<file path="src/rtl/game_round_sequencer_if.sv">
// Handshake bundle between the round sequencer and its environment.
// slave = sequencer side, master = game_top/board side driving key and strobes.
interface game_round_sequencer_if #(
  parameter int w_lives      = 2,
  parameter int score_digits = 4
);
  logic                      launch_key;
  logic                      round_won;
  logic                      round_lost;
  logic                      launch;
  logic                      freeze;
  logic [2:0]                state;
  logic [w_lives-1:0]        lives;
  logic [4*score_digits-1:0] score_bcd;

  modport slave (
    input  launch_key, round_won, round_lost,
    output launch, freeze, state, lives, score_bcd
  );

  modport master (
    output launch_key, round_won, round_lost,
    input  launch, freeze, state, lives, score_bcd
  );
endinterface

</file>
<file path="src/rtl/game_round_sequencer.sv">
// Round/session controller: launch pulses, freeze gating, lives, BCD score, result hold.
// Optional GAME_SEQ_AUTO_RELAUNCH_EN: HOLD timeout with lives left relaunches without a key.
module game_round_sequencer #(
  parameter int clk_mhz        = 50,
  parameter int start_lives    = 3,
  parameter int w_lives        = 2,
  parameter int result_hold_ms = 1000,
  parameter int score_digits   = 4
) (
  input logic                   clk,
  input logic                   rst,
  game_round_sequencer_if.slave bus
);

  localparam int tick_div = clk_mhz * 1000;
  localparam int w_tick   = $clog2(tick_div);
  localparam int w_ms     = $clog2(result_hold_ms + 1);
  localparam int w_score  = 4 * score_digits;

  typedef enum logic [2:0] {
    IDLE   = 3'd0,
    LAUNCH = 3'd1,
    PLAY   = 3'd2,
    HOLD   = 3'd3,
    OVER   = 3'd4
  } state_t;

  state_t               state_reg, state_next;
  logic                 key_q_reg;
  logic                 launch_reg, launch_next;
  logic                 freeze_reg, freeze_next;
  logic [w_lives-1:0]   lives_reg, lives_next;
  logic [w_score-1:0]   score_reg, score_next;
  logic [w_tick-1:0]    tick_reg, tick_next;
  logic [w_ms-1:0]      ms_reg, ms_next;

  logic                 key_rise;
  logic                 tick_wrap;
  logic                 hold_done;
  logic [score_digits:0] carry;
  logic [w_score-1:0]   score_inc;
  logic                 score_saturated;

  assign key_rise = bus.launch_key & ~key_q_reg;

  // Ripple BCD increment; a carry out of the top digit means every digit is 9.
  assign carry[0] = 1'b1;
  generate
    for (genvar gi = 0; gi < score_digits; gi++) begin : g_bcd
      logic [3:0] digit;
      assign digit = score_reg[4*gi +: 4];
      assign score_inc[4*gi +: 4] = carry[gi] ? ((digit == 4'd9) ? 4'd0 : digit + 4'd1) : digit;
      assign carry[gi+1] = carry[gi] & (digit == 4'd9);
    end
  endgenerate
  assign score_saturated = carry[score_digits];

  assign tick_wrap = (tick_reg == w_tick'(tick_div - 1));
  assign hold_done = tick_wrap && (ms_reg == w_ms'(result_hold_ms - 1));

  always_comb begin
    state_next = state_reg;
    lives_next = lives_reg;
    score_next = score_reg;
    tick_next  = '0;
    ms_next    = '0;
    case (state_reg)
      IDLE: begin
        if (key_rise) state_next = LAUNCH;
      end
      LAUNCH: begin
        state_next = PLAY;
      end
      PLAY: begin
        // A loss outranks a simultaneous win, which is then dropped.
        if (bus.round_lost) begin
          if (lives_reg != '0) lives_next = lives_reg - w_lives'(1);
          state_next = HOLD;
        end else if (bus.round_won) begin
          if (!score_saturated) score_next = score_inc;
          state_next = HOLD;
        end
      end
      HOLD: begin
        if (tick_wrap) begin
          ms_next = ms_reg + w_ms'(1);
        end else begin
          tick_next = tick_reg + w_tick'(1);
          ms_next   = ms_reg;
        end
        if (hold_done) begin
          if (lives_reg == '0) begin
            state_next = OVER;
          end else begin
`ifdef GAME_SEQ_AUTO_RELAUNCH_EN
            state_next = LAUNCH;
`else
            state_next = IDLE;
`endif
          end
        end
      end
      OVER: begin
        if (key_rise) begin
          lives_next = w_lives'(start_lives);
          score_next = '0;
          state_next = IDLE;
        end
      end
      default: state_next = IDLE;
    endcase
    launch_next = (state_next == LAUNCH);
    freeze_next = (state_next != PLAY);
  end

  // Counters stay cleared outside HOLD, so every HOLD entry starts a fresh interval.
  always_ff @(posedge clk) begin
    if (rst) begin
      state_reg  <= IDLE;
      key_q_reg  <= 1'b1;
      launch_reg <= 1'b0;
      freeze_reg <= 1'b1;
      lives_reg  <= w_lives'(start_lives);
      score_reg  <= '0;
      tick_reg   <= '0;
      ms_reg     <= '0;
    end else begin
      state_reg  <= state_next;
      key_q_reg  <= bus.launch_key;
      launch_reg <= launch_next;
      freeze_reg <= freeze_next;
      lives_reg  <= lives_next;
      score_reg  <= score_next;
      tick_reg   <= tick_next;
      ms_reg     <= ms_next;
    end
  end

  assign bus.launch    = launch_reg;
  assign bus.freeze    = freeze_reg;
  assign bus.state     = state_reg;
  assign bus.lives     = lives_reg;
  assign bus.score_bcd = score_reg;

endmodule
</file>
<file path="src/flat_wrapper.sv">
// flat-port wrapper written by rule: the top's interface ports become plain ports
module game_round_sequencer_flat 
#(
  parameter int clk_mhz        = 50,
  parameter int start_lives    = 3,
  parameter int w_lives        = 2,
  parameter int result_hold_ms = 1000,
  parameter int score_digits   = 4
)
  (clk, rst, bus_launch_key, bus_round_won, bus_round_lost, bus_launch, bus_freeze, bus_state, bus_lives, bus_score_bcd);
  game_round_sequencer_if #(.w_lives(w_lives), .score_digits(score_digits)) bus_i ();
  input logic clk;
  input logic rst;
  input wire logic [$bits(bus_i.launch_key)-1:0] bus_launch_key;
  input wire logic [$bits(bus_i.round_won)-1:0] bus_round_won;
  input wire logic [$bits(bus_i.round_lost)-1:0] bus_round_lost;
  output wire logic [$bits(bus_i.launch)-1:0] bus_launch;
  output wire logic [$bits(bus_i.freeze)-1:0] bus_freeze;
  output wire logic [$bits(bus_i.state)-1:0] bus_state;
  output wire logic [$bits(bus_i.lives)-1:0] bus_lives;
  output wire logic [$bits(bus_i.score_bcd)-1:0] bus_score_bcd;
  assign bus_i.launch_key = bus_launch_key;
  assign bus_i.round_won = bus_round_won;
  assign bus_i.round_lost = bus_round_lost;
  assign bus_launch = bus_i.launch;
  assign bus_freeze = bus_i.freeze;
  assign bus_state = bus_i.state;
  assign bus_lives = bus_i.lives;
  assign bus_score_bcd = bus_i.score_bcd;
  game_round_sequencer #(.clk_mhz(clk_mhz), .start_lives(start_lives), .w_lives(w_lives), .result_hold_ms(result_hold_ms), .score_digits(score_digits)) u_core (.clk(clk), .rst(rst), .bus(bus_i));
endmodule
</file>
<file path="config.mk">
export PLATFORM = sky130hd
export DESIGN_NAME = game_round_sequencer_flat
export DESIGN_NICKNAME = d
export VERILOG_FILES = /design/src/rtl/game_round_sequencer_if.sv /design/src/rtl/game_round_sequencer.sv /design/src/flat_wrapper.sv
export SDC_FILE = /design/constraint.sdc
export NUM_CORES = 1
export LEC_CHECK = 0
export CAP_MARGIN = 20
export CORE_MARGIN = 8
export CORE_UTILIZATION = 60
export CTS_CLUSTER_DIAMETER = 100
export DETAILED_ROUTE_END_ITERATION = 6
export PLACE_DENSITY_LB_ADDON = 0.3
export REMOVE_ABC_BUFFERS = 1
export SLEW_MARGIN = 0
export SYNTH_ARGS = -nofsm -noshare
export SYNTH_HDL_FRONTEND = slang
export SYNTH_SLANG_ARGS = --single-unit
export TNS_END_PERCENT = 1
</file>
<file path="constraint.sdc">
create_clock -name clk -period 3.45 [get_ports clk]
set_input_delay 0.69 -clock clk [delete_from_list [all_inputs] [get_ports clk]]
set_output_delay 0.69 -clock clk [all_outputs]
set_load 0.02 [all_outputs]
</file>
==> results_dict.tcl, run 1 <==
set metrics [dict create \
    status "finished, final reports clean" \
    synth_largest_area_cell "dfxtp_1" \
    grtUsageTotal_pct 16.6 \
    cts_buffer_depth 2 \
    maxSlewViolCount 0 \
    top_usage_layer "met2" \
    clk_pin_slew_worst_paths_ps 90 \
    cts.sinks 50 \
    r2r_end "u_core.bus.score_bcd[10]" \
    ys_seq_area_share_pct 40.3 \
    arrival_ps 2600 \
    wl_per_cell_um 14.2 \
    finalCriticalPeriod_ps 2370 \
    fmax_mhz 422 \
    avgSynthCellArea_um2 8.63 \
    crit_path_start "u_core.bus.state[1]" \
    cts-htree-levels 2 \
    initialDrtViolationCount 78 \
    swShare_pct 22.8 \
    fp.dieW_um 80.4 \
    synthFlopType "dfxtp_1" \
    io_pins 28 \
    pwr-share-seq_pct 61.3 \
    final_net_count 329 \
    firstDrtPassIters 4 \
    cts_resized 0 \
    cap_violations 0 \
    synth_warnings 0 \
    grt_pass1_wl_um 8620 \
    synth-xor-area-share_pct 7.75 \
    ff2ff_setup_slack_ps 1080 \
    hold_path.class "reg2reg" \
    synth.distinct_cells 42 \
    ys_ff_latch 50 \
    power.net_switching_uw 219 \
    yosys-top-cells-area "dfxtp_1 (40%), nor2_1 (6.2%), ha_1 (5.5%)" \
    path_class "reg2reg" \
    cts-root-buf "clkbuf_8" \
    die_area_um2 6460 \
    diodes 0 \
    p_per_area_nw_per_um2 336 \
    synth-simple-area-share_pct 30.5 \
    setup_viol 0 \
    worstMarginPinSlew_ps 1020 \
    worstSkewPairLatency_ps 300 \
    gr-usage-met2_pct 28.6 \
    end_kind "register" \
    synth_top_family_by_area "simple AND/OR/NAND/NOR gates" \
    worstRegToRegCells 5 \
    grt_util_met3_pct 3.91 \
    startpoint_type "register" \
    hold_path_depth 1 \
    timing.slew.headroom_pct 31.7 \
    place.gp.congestion 0.823 \
    syn_to_final_growth_pct 15.1 \
    cts_tree "yes" \
    portBuffers 27 \
    cts_setup_buffers 0 \
    drive_gt1_share_pct 4.79 \
    synth_compound_area_share_pct 10.6 \
    die_h_um 80.4 \
    tns_ps 0 \
    cp_data_required_time_ps 3680 \
    clock-skew-final_ps 5.43 \
    fp-row-count 23 \
    routed-via-count 2065 \
    cts_hold_buf 0 \
    synth_edf_count 0 \
    cts_buffers 5 \
    antenna_found_initial 0 \
    p_comb_share_pct 4.7 \
    overflow 0 \
    finalCritPeriodShare_pct 68.7 \
    whs_ps 462 \
    grt_pass1_vias 1920 \
    synthCells 288 \
    synth-async-reset-ratio_pct 0 \
    synth_top_area_share_pct 40.3 \
    p_clk_share_pct 34.0 \
    fillers 326 \
    drc 0 \
    synth.area.mux_share_pct 1.21 \
    internal-power_uw 741 \
    viasPerCell 5.69 \
    dp.cells 356 \
    hold_viol_final 0 \
    cellLeakagePower_nw 1.06 \
    detailed_place_hpwl_um 3740 \
    routed_wl_um 5160 \
    antenna_left 0 \
    use_met1_pct 19.4 \
    core_area_um2 4000 \
    r2r-start "u_core.bus.state[1]" \
    initial_utilization_pct 62.1 \
    setup.worst_path.end "u_core.bus.score_bcd[10]" \
    grt_setup_unrepaired "false" \
    layoutNonFillerInstCount 363 \
    irDropWorstVdd_mv 0.235 \
    synthAdderAreaFrac_pct 5.54 \
    syn_area_um2 2480 \
    grt_max_degree 27 \
    crit_fanout 12 \
]
==> synth_stat cells, types with 3 or more instances <==
| library cell | instances |
|---|---|
| xnor2_1 | 10 |
| or3_1 | 8 |
| o21ai_2 | 3 |
| nor3b_1 | 3 |
| inv_1 | 15 |
| nand3b_1 | 6 |
| a21oi_1 | 12 |
| nand4_1 | 7 |
| ha_1 | 11 |
| clkbuf_1 | 7 |
| nor2_1 | 41 |
| nand3_1 | 10 |
| xor2_1 | 12 |
| mux2i_1 | 3 |
| nand2_1 | 21 |
| dfxtp_1 | 50 |
| nor4bb_1 | 3 |
| o21ai_0 | 10 |
| or4_1 | 8 |
| nor4_1 | 4 |
| and3_1 | 14 |
==> worst min path at each step <==
stage	to	start
6_report	u_core.tick_reg[0]	u_core.tick_reg[0]
5_1_grt	u_core.tick_reg[0]	u_core.tick_reg[0]
3_3_place_gp	u_core.tick_reg[0]	u_core.tick_reg[0]
3_5_place_dp	u_core.tick_reg[0]	u_core.tick_reg[0]
2_1_floorplan	u_core.tick_reg[0]	u_core.tick_reg[0]
4_1_cts	u_core.tick_reg[0]	u_core.tick_reg[0]
==> layout make-up <==
| cell class | instances | area, µm² | area share (%) |
|---|---|---|---|
| Clock buffer | 6 | 72.6 | 2.54 |
| Tap cell | 50 | 62.6 | 2.19 |
| Timing Repair Buffer | 28 | 278 | 9.72 |
| Multi-Input combinational cell | 213 | 1380 | 48.3 |
| Sequential cell | 50 | 1000 | 35.0 |
| Clock inverter | 1 | 7.51 | 0.263 |
| Inverter | 15 | 56.3 | 1.97 |
==> power groups by stage <==
stage | sequential [mW] | clock (mW) | combinational (mW)
2_1_floorplan | 0.605 | 0 | 0.0185
6_report | 0.588 | 0.326 | 0.0455
4_1_cts | 0.588 | 0.334 | 0.0459
3_3_place_gp | 0.602 | 0 | 0.0448
5_1_grt | 0.590 | 0.358 | 0.0493
3_5_place_dp | 0.602 | 0 | 0.0455
==> per-stage QoR <==
stage | util, % | instance area [µm²] | setup slack, ps | power, mW
2_1_floorplan | - | 2440 | 1260 | 0.623
3_3_place_gp | 69.5 | 2780 | 928 | 0.646
3_5_place_dp | 69.5 | 2780 | 891 | 0.647
4_1_cts | 71.5 | 2860 | 1070 | 0.968
5_1_grt | 71.5 | 2860 | 975 | 0.996
6_report | 71.5 | 2860 | 1080 | 0.960
==> layout by cell type, fill, tap and decap left out, types with 10 or more instances in the layout <==
cell	count
ha_1	11
a21oi_1	12
xor2_1	12
and3_1	14
nand2_1	21
xnor2_1	10
nor2_1	41
nand3_1	10
inv_1	15
clkdlybuf4s50_1	27
o21ai_0	10
dfxtp_1	50
==> critical path: stages (launching register included) <==
cell     delay, ps
dfxtp_1        560
or3b_4         480
o32ai_4        380
o21ai_2        180
or4_1          510
a21oi_1        180
==> layer usage <==
metal,vias up,share of wire [%]
met5,-,0
met4,0,1.3
met1,967,47
li1,1064,-
met2,27,48
met3,7,3.4
==> kinds of logic (layout without fill, tap and decap cells) <==
logic type	after synthesis	after routing
DFF	50	50
muxes	3	3
xor gates and xnor gates	22	22
buffers and inverters	25	50
adders and majority gates	11	11
and+or+nand+nor	140	140
AOI/OAI and AO/OA	37	37
Power figures use the tool's default switching activity.
==> run 2, diff against run 1 <==
CORE_UTILIZATION = 50   (was 60)
clock period = 2.1 ns   (was 3.45 ns; I/O delays follow)
==> run 2 against run 1 <==
Die area up 16%. Fmax up 13%. Combinational power up 120%. Register-to-register slack lost 1100 ps. Critical endpoint is now u_core.bus.score_bcd[6]. Worst hold slack lost 8.0 ps. Power increased by 70%. Clock skew hardly changed. Cell count is 11% higher. Largest cell class unchanged. Utilization shrank 6.7 points. Sequential share of layout area shrank 2.4 points. Wire length rose by 0.64%. Highest routed layer unchanged.
==> results_dict.tcl, run 2 (synthesis results as in run 1) <==
set metrics [dict create \
    status "finished, final reports clean" \
    initial_utilization_pct 52.3 \
    finalCriticalPeriod_ps 2100 \
    cts-htree-levels 2 \
    final_cell_mix "dfxtp_1 (48), nor2_1 (41), clkdlybuf4s50_1 (27)" \
    routed_wl_um 5200 \
    clock-skew-final_ps 5.83 \
    clk_pin_slew_worst_paths_ps 100 \
    cts.sinks 50 \
    hold_viol_final 0 \
    timing.slew.headroom_pct 66.9 \
    io_pins 28 \
    place_area_um2 2950 \
    cts-root-buf "clkbuf_8" \
    path_class "reg2reg" \
    overflow 0 \
    layout_commonest_cell "dfxtp_1" \
    p_clk_share_pct 35.2 \
    tns_ps 0 \
    detailed_place_hpwl_um 3830 \
    cts_tree "yes" \
    routed-via-count 2141 \
    drc 0 \
    worstRegToRegCells 6 \
    cts_buffer_depth 2 \
    cp_slowest_cell "or4_1" \
    p_comb_share_pct 6.0 \
    maxSlewViolCount 0 \
    firstDrtPassIters 4 \
    fillers 403 \
    r2r_end "u_core.bus.score_bcd[6]" \
    grt_setup_unrepaired "true" \
    viasPerCell 5.31 \
    place.gp.congestion 0.796 \
    crit_family "simple AND/OR/NAND/NOR gates" \
    antenna_left 0 \
    crit_fanout 5 \
    irDropWorstVdd_mv 0.358 \
    cap_violations 0 \
    diodes 0 \
    cp_data_required_time_ps 2340 \
    hold_path.class "reg2reg" \
    portBuffers 27 \
    die_h_um 86.5 \
    finalCritPeriodShare_pct 99.8 \
    startpoint_type "register" \
    cts_buffers 5 \
    r2r-start "u_core.bus.state[0]" \
    ff2ff_setup_slack_ps 4 \
    fp.dieW_um 86.5 \
    stdcell_area_um2 3080 \
    swShare_pct 23.9 \
    antenna_found_initial 0 \
    syn_to_final_growth_pct 24.0 \
    grt_pass1_vias 2013 \
    fp-row-count 25 \
    grtUsageTotal_pct 14.3 \
    whs_ps 454 \
    initialDrtViolationCount 81 \
    cellLeakagePower_nw 1.18 \
    core_area_um2 4750 \
    worstSkewPairLatency_ps 300 \
    internal-power_mw 1.24 \
    path_buf_inv 1 \
    hold_path_depth 1 \
    path_cells "or3b_4 > o32ai_4 > buf_6 > o211ai_4 > or4_1 > a21oi_1" \
    hp-start "u_core.tick_reg[0]" \
    pwr-share-seq_pct 58.8 \
    end_kind "register" \
    min_to "u_core.tick_reg[0]" \
    power.net_switching_uw 390 \
    setup_viol 0 \
    slowest_delay_ps 470 \
    fmax_mhz 477 \
    wl_per_cell_um 12.9 \
    fin_util_pct 64.8 \
    grt_max_degree 18 \
    drive_gt1_share_pct 12.8 \
    arrival_ps 2340 \
    final_net_count 351 \
    p_per_area_nw_per_um2 530 \
    die_area_um2 7480 \
    cts_hold_buf 0 \
    grt_pass1_wl_um 8900 \
    worstMarginPinSlew_ps 492 \
]
run 2: cell type report:
class                           count  area [µm²]  share of cell area, %
Timing Repair Buffer               50         447                   14.5
Tap cell                           67        83.8                   2.72
Clock inverter                      3        25.0                  0.812
Sequential cell                    50        1000                   32.6
Clock buffer                        5        68.8                   2.23
Inverter                           15        56.3                   1.83
Multi-Input combinational cell    213        1400                   45.4
run 2: worst reg2reg max path, delay by kind of cell (launching register included):
| family | cells | cell delay, ps |
|---|---|---|
| DFF | 1 | 350 |
| buffers and inverters | 1 | 170 |
| and+or+nand+nor | 2 | 890 |
| AOI/OAI and AO/OA | 3 | 620 |
run 2: worst max-delay path by stage:
stage                     depth (start not counted)  slack, ps                  endpoint                 from
after floorplan                                   5        -90  u_core.bus.score_bcd[14]  u_core.bus.state[1]
after global placement                            6       -120   u_core.bus.score_bcd[2]        bus_round_won
after detailed placement                          6       -230   u_core.bus.score_bcd[2]        bus_round_won
after CTS                                         5         10   u_core.bus.score_bcd[2]  u_core.bus.state[1]
after global routing                              6        -90   u_core.bus.score_bcd[6]  u_core.bus.state[0]
final                                             6          4   u_core.bus.score_bcd[6]  u_core.bus.state[0]
run 2: power by group through the flow:
stage	sequential, mW	combinational (mW)	clock, mW
after global placement	0.982	0.0927	0
final	0.961	0.0979	0.575
after detailed placement	0.982	0.0942	0
after CTS	0.960	0.0947	0.595
after global routing	0.962	0.107	0.634
after floorplan	0.994	0.0305	0
run 2: through the flow:
stage | total power, mW | setup WS [ps] | instances
after floorplan | 1.02 | -93.7 | 278
after global placement | 1.07 | -121 | 393
after detailed placement | 1.08 | -229 | 393
after CTS | 1.65 | 13.4 | 401
after global routing | 1.70 | -87.2 | 403
final | 1.63 | 3.87 | 403
run 2: repair_timing:
action / in CTS / in global routing
setup buffers: 0 / 2
endpoints found under the setup margin: 0 / 9
gates resized for setup: 0 / 6
run 2: metal layers:
layer  up-vias  GRT usage, %  routed length [µm]
met5         -             0                   0
met2        31          23.3                2380
met1       994          18.0                2570
met4         0          4.54                  48
li1       1111             -                   -
met3         5          3.31                 200
